[src/rtl/theory_multiplier_8bit.sv]
// theory_multiplier_8bit: 9-cycle shift-add 8x8 multiplier with IDLE/CALC/FIX FSM.
// Define THEORY_MULT_SIGNED_EN for two's-complement operands; default build is unsigned.
module theory_multiplier_8bit (
    input  logic        clk,
    input  logic        rst,
    input  logic        start_sig,
    input  logic [7:0]  multiplicand,
    input  logic [7:0]  multiplier,
    output logic        busy,
    output logic        done_sig,
    output logic [15:0] product
);
    typedef enum logic [1:0] {IDLE, CALC, FIX} state_t;

    state_t      state_q, state_d;
    logic [2:0]  cnt_q, cnt_d;
    logic [7:0]  mag_a_q, mag_a_d, mag_b_q, mag_b_d;
    logic        sign_q, sign_d;
    logic [15:0] acc_q, acc_d, product_q, product_d;
    logic        done_q, done_d;
    logic [7:0]  in_mag_a, in_mag_b;
    logic        in_sign;

`ifdef THEORY_MULT_SIGNED_EN
    // 0x80 maps to 128, which still fits the 8-bit unsigned magnitude
    assign in_mag_a = multiplicand[7] ? ~multiplicand + 8'd1 : multiplicand;
    assign in_mag_b = multiplier[7] ? ~multiplier + 8'd1 : multiplier;
    assign in_sign  = multiplicand[7] ^ multiplier[7];
`else
    assign in_mag_a = multiplicand;
    assign in_mag_b = multiplier;
    assign in_sign  = 1'b0;
`endif

    always_comb begin
        state_d   = state_q;
        cnt_d     = cnt_q;
        mag_a_d   = mag_a_q;
        mag_b_d   = mag_b_q;
        sign_d    = sign_q;
        acc_d     = acc_q;
        product_d = product_q;
        done_d    = 1'b0;
        case (state_q)
            IDLE: if (start_sig) begin
                state_d = CALC;
                cnt_d   = 3'd0;
                mag_a_d = in_mag_a;
                mag_b_d = in_mag_b;
                sign_d  = in_sign;
                acc_d   = 16'd0;
            end
            CALC: begin
                acc_d   = mag_a_q[cnt_q] ? acc_q + ({8'd0, mag_b_q} << cnt_q) : acc_q;
                cnt_d   = cnt_q + 3'd1;
                state_d = (cnt_q == 3'd7) ? FIX : CALC;
            end
            FIX: begin
                product_d = sign_q ? ~acc_q + 16'd1 : acc_q;
                done_d    = 1'b1;
                state_d   = IDLE;
            end
            default: state_d = IDLE;
        endcase
    end

    always_ff @(posedge clk or posedge rst) begin
        if (rst) begin
            state_q   <= IDLE;
            cnt_q     <= 3'd0;
            mag_a_q   <= 8'd0;
            mag_b_q   <= 8'd0;
            sign_q    <= 1'b0;
            acc_q     <= 16'd0;
            product_q <= 16'd0;
            done_q    <= 1'b0;
        end else begin
            state_q   <= state_d;
            cnt_q     <= cnt_d;
            mag_a_q   <= mag_a_d;
            mag_b_q   <= mag_b_d;
            sign_q    <= sign_d;
            acc_q     <= acc_d;
            product_q <= product_d;
            done_q    <= done_d;
        end
    end

    assign busy     = (state_q != IDLE);
    assign done_sig = done_q;
    assign product  = product_q;
endmodule
[config.mk]
export PLATFORM = sky130hd
export DESIGN_NAME = theory_multiplier_8bit
export DESIGN_NICKNAME = d
export VERILOG_FILES = /design/src/rtl/theory_multiplier_8bit.sv
export SDC_FILE = /design/constraint.sdc
export NUM_CORES = 1
export LEC_CHECK = 0
export ABC_CLOCK_PERIOD_IN_PS = 2800
export BUFFER_PORTS_ARGS = -buffer_cell sky130_fd_sc_hd__buf_2
export CORE_ASPECT_RATIO = 2
export CORE_MARGIN = 2
export CORE_UTILIZATION = 35
export DETAILED_ROUTE_END_ITERATION = 10
export PLACE_DENSITY = 0.54
export SLEW_MARGIN = 40
export SYNTH_ARGS = -nofsm -noshare
export SYNTH_HDL_FRONTEND = slang
export SYNTH_SLANG_ARGS = --single-unit
[constraint.sdc]
create_clock -name clk -period 2.8 [get_ports clk]
set_input_delay 0.28 -clock clk [delete_from_list [all_inputs] [get_ports clk]]
set_output_delay 0.28 -clock clk [all_outputs]
set_load 0.02 [all_outputs]
==> metrics <==
crit share post-route=1.02; CTS H-tree depth=2; CTS Buf Count=5; Total GRT Usage=0.164; Data required, critical path=3030 ps; vias=2,497; gpl congestion=0.841; clock tree sinks=54; Worst Max-Slew Pin Slew=428 ps; CTS max path bufs=2; min cycle time layout=2860 ps; synthesis-to-layout area growth=24.5%; Nets=410; Final Hold Viols=0; Initial Utilization=0.359; ant diodes=0; die width=71.8 um; vias per inst=5.26; synth unique cells=49; GR met1 Demand/Resource=0.163; critical path startpoint category=flip-flop; # fillers=880; syn avg cell area=10.5 um2; CTS clk-pin slew, worst paths=70 ps; Netlist Area Pre-Place=3220 um2; Min-Delay Path Class=input pin to async pin; flops & latches, synth=54; CP arrival=3100 ps; Clock Tree Root=clkbuf_16; sequential-to-total area share from yosys stat=0.420; vias in the first global route=2,637; Site Rows=49; Final Skew=3.78 ps; commonest non-fill, non-tap cell in the layout=dfrtp_1; die height=140 um; Cells after Synth=305; drt first pass iters=4; Hold-fix buffers, CTS=0; FFs w/ async S/R, synth=1.00; Core ar.=8950 um2; max cap viols=0; most frequent cells in the layout=54 x dfrtp_1, 36 x mux2_2, 36 x buf_2, 34 x buf_4, 24 x nand2_1; Final setup viols=2; met3 global-route usage=0.0224; initial antenna violation count=0; fin area=4000 um2; Max Transition Viols Final=0; Syn Nets=342; Most Crowded Layer GR=met2; # IOs=37; largest net degree at the start of global routing=55; total congestion overflow=0; worst skew pair latency=300 ps; fmax=349 MHz; # DRC=0; final WL=7520 um; top_reg_cell synth=dfrtp_1; input/output buffers=36; global-route wire length before repair=12,800 um; DR iter-0 viols=79; YS warnings=0; post-route setup slack=-64.9 ps; RSZ-0062 raised after global routing=yes; setup TNS=-109 ps; Area after DPL=3700 um2; CP Max Fanout=5; post-DP HPWL=5820 um; antenna-violating nets left=0; WL per Instance=15.8 um; met2 GRT Util=0.312; TritonCTS clock tree=yes; status=finished, violations left; Post-synth EDFFs=0; die footprint=10,000 um2; worst hold margin=8.56 ps; post-layout util=0.447; max_slew headroom=0.714; Setup CP Type=flip-flop to flip-flop; failing checks=setup timing; share of layout cells above drive strength 1=0.456; crit path capture type=flip-flop
final timing paths:
path	startpoint	end	slack [ps]	cells after the start
max	cnt_q[1]$_DFFE_PP0P_	acc_q[15]$_DFFE_PP0P_	-60	11
min	rst	product[7]$_DFFE_PP0P_	9	3
max reg2reg	cnt_q[1]$_DFFE_PP0P_	acc_q[15]$_DFFE_PP0P_	-60	11
min reg2reg	state_q[1]$_DFFE_PP0N_	state_q[0]$_DFFE_PP0N_	490	1
max in group asynchronous	rst	mag_b_q[4]$_DFFE_PP0P_	2510	3
min in group clk	multiplicand[1]	mag_a_q[1]$_DFFE_PP0P_	210	2
timing repair:
action | 4_1_cts | 5_1_grt
pin swaps | 5 | 16
resized for setup | 10 | 23
endpoints found under the setup margin | 7 | 7
buffers inserted | 3 | 3
endpoints found under the hold margin | 0 | 0
worst max-delay path, stage by stage (launching register included):
cell	delay, ps
dfrtp_1	410
buf_6	160
mux2i_1	270
a21oi_1	140
mux2_2	320
ha_1	200
a21oi_1	200
o21ai_1	200
nor2b_1	200
a21oi_2	80
or4b_1	520
nand3_1	90
logic make-up (layout without fill, tap and decap cells):
| family | count (synthesis) | in the layout | share of synthesized area |
|---|---|---|---|
| buffers and inverters | 25 | 93 | 0.0420 |
| muxes | 48 | 48 | 0.175 |
| xor gates and xnor gates | 12 | 12 | 0.0327 |
| and+or+nand+nor | 88 | 88 | 0.139 |
| DFF | 54 | 54 | 0.420 |
| AOI/OAI and AO/OA | 60 | 60 | 0.118 |
| adders and majority gates | 18 | 18 | 0.0724 |
state kept, by name, indices dropped and copies added (netlist names):
signal,cells
mag_b_q,8
done_sig,1
mag_a_q,8
cnt_q,3
product,16
state_q,2
acc_q,16
cell usage after synthesis, types with 2 or more instances:
cell	instances	area share
nand2_1	25	0.029
xnor2_1	4	0.011
mux2_2	37	0.13
a22o_1	3	0.0082
mux2i_1	8	0.025
mux4_2	2	0.014
a311oi_1	2	0.0054
nor2_2	2	0.0039
buf_4	2	0.0047
nand3_1	9	0.014
a21o_1	2	0.0047
clkbuf_1	6	0.0070
inv_1	10	0.012
buf_6	2	0.0070
dfrtp_1	54	0.42
a21oi_1	16	0.025
ha_1	17	0.066
nor2_1	18	0.021
and3_1	5	0.0097
buf_2	2	0.0031
o21ai_0	19	0.030
xor2_1	8	0.022
a31oi_1	2	0.0039
o21ai_2	9	0.025
nand2b_1	2	0.0039
nand2_2	10	0.019
nand3b_1	2	0.0047
nor2b_1	6	0.012
stage by stage:
stage	instances	setup slack (ps)
detailed placement	463	-117
global placement	463	-141
finish	475	-64.9
global route	475	-176
floorplan	305	12.8
CTS	473	2.14
metal layers:
metal / part of all wire / wire length [um]
met4: 0.039 / 291
met1: 0.34 / 2570
met5: 0 / 0
met3: 0.025 / 191
met2: 0.59 / 4470
area by class of cell:
| cell class | instances | area [um2] | area share |
|---|---|---|---|
| clock buffers | 5 | 125 | 0.0313 |
| clock inverters | 2 | 10.0 | 0.00250 |
| inverters | 11 | 41.3 | 0.0103 |
| multi-input cells | 226 | 1840 | 0.459 |
| flip-flops and latches | 54 | 1350 | 0.338 |
| well taps | 102 | 128 | 0.0319 |
| repair buffers | 75 | 509 | 0.127 |
Power is not shown: default switching activity piles up to over one toggle a cycle in this logic, so the estimate is an artifact.
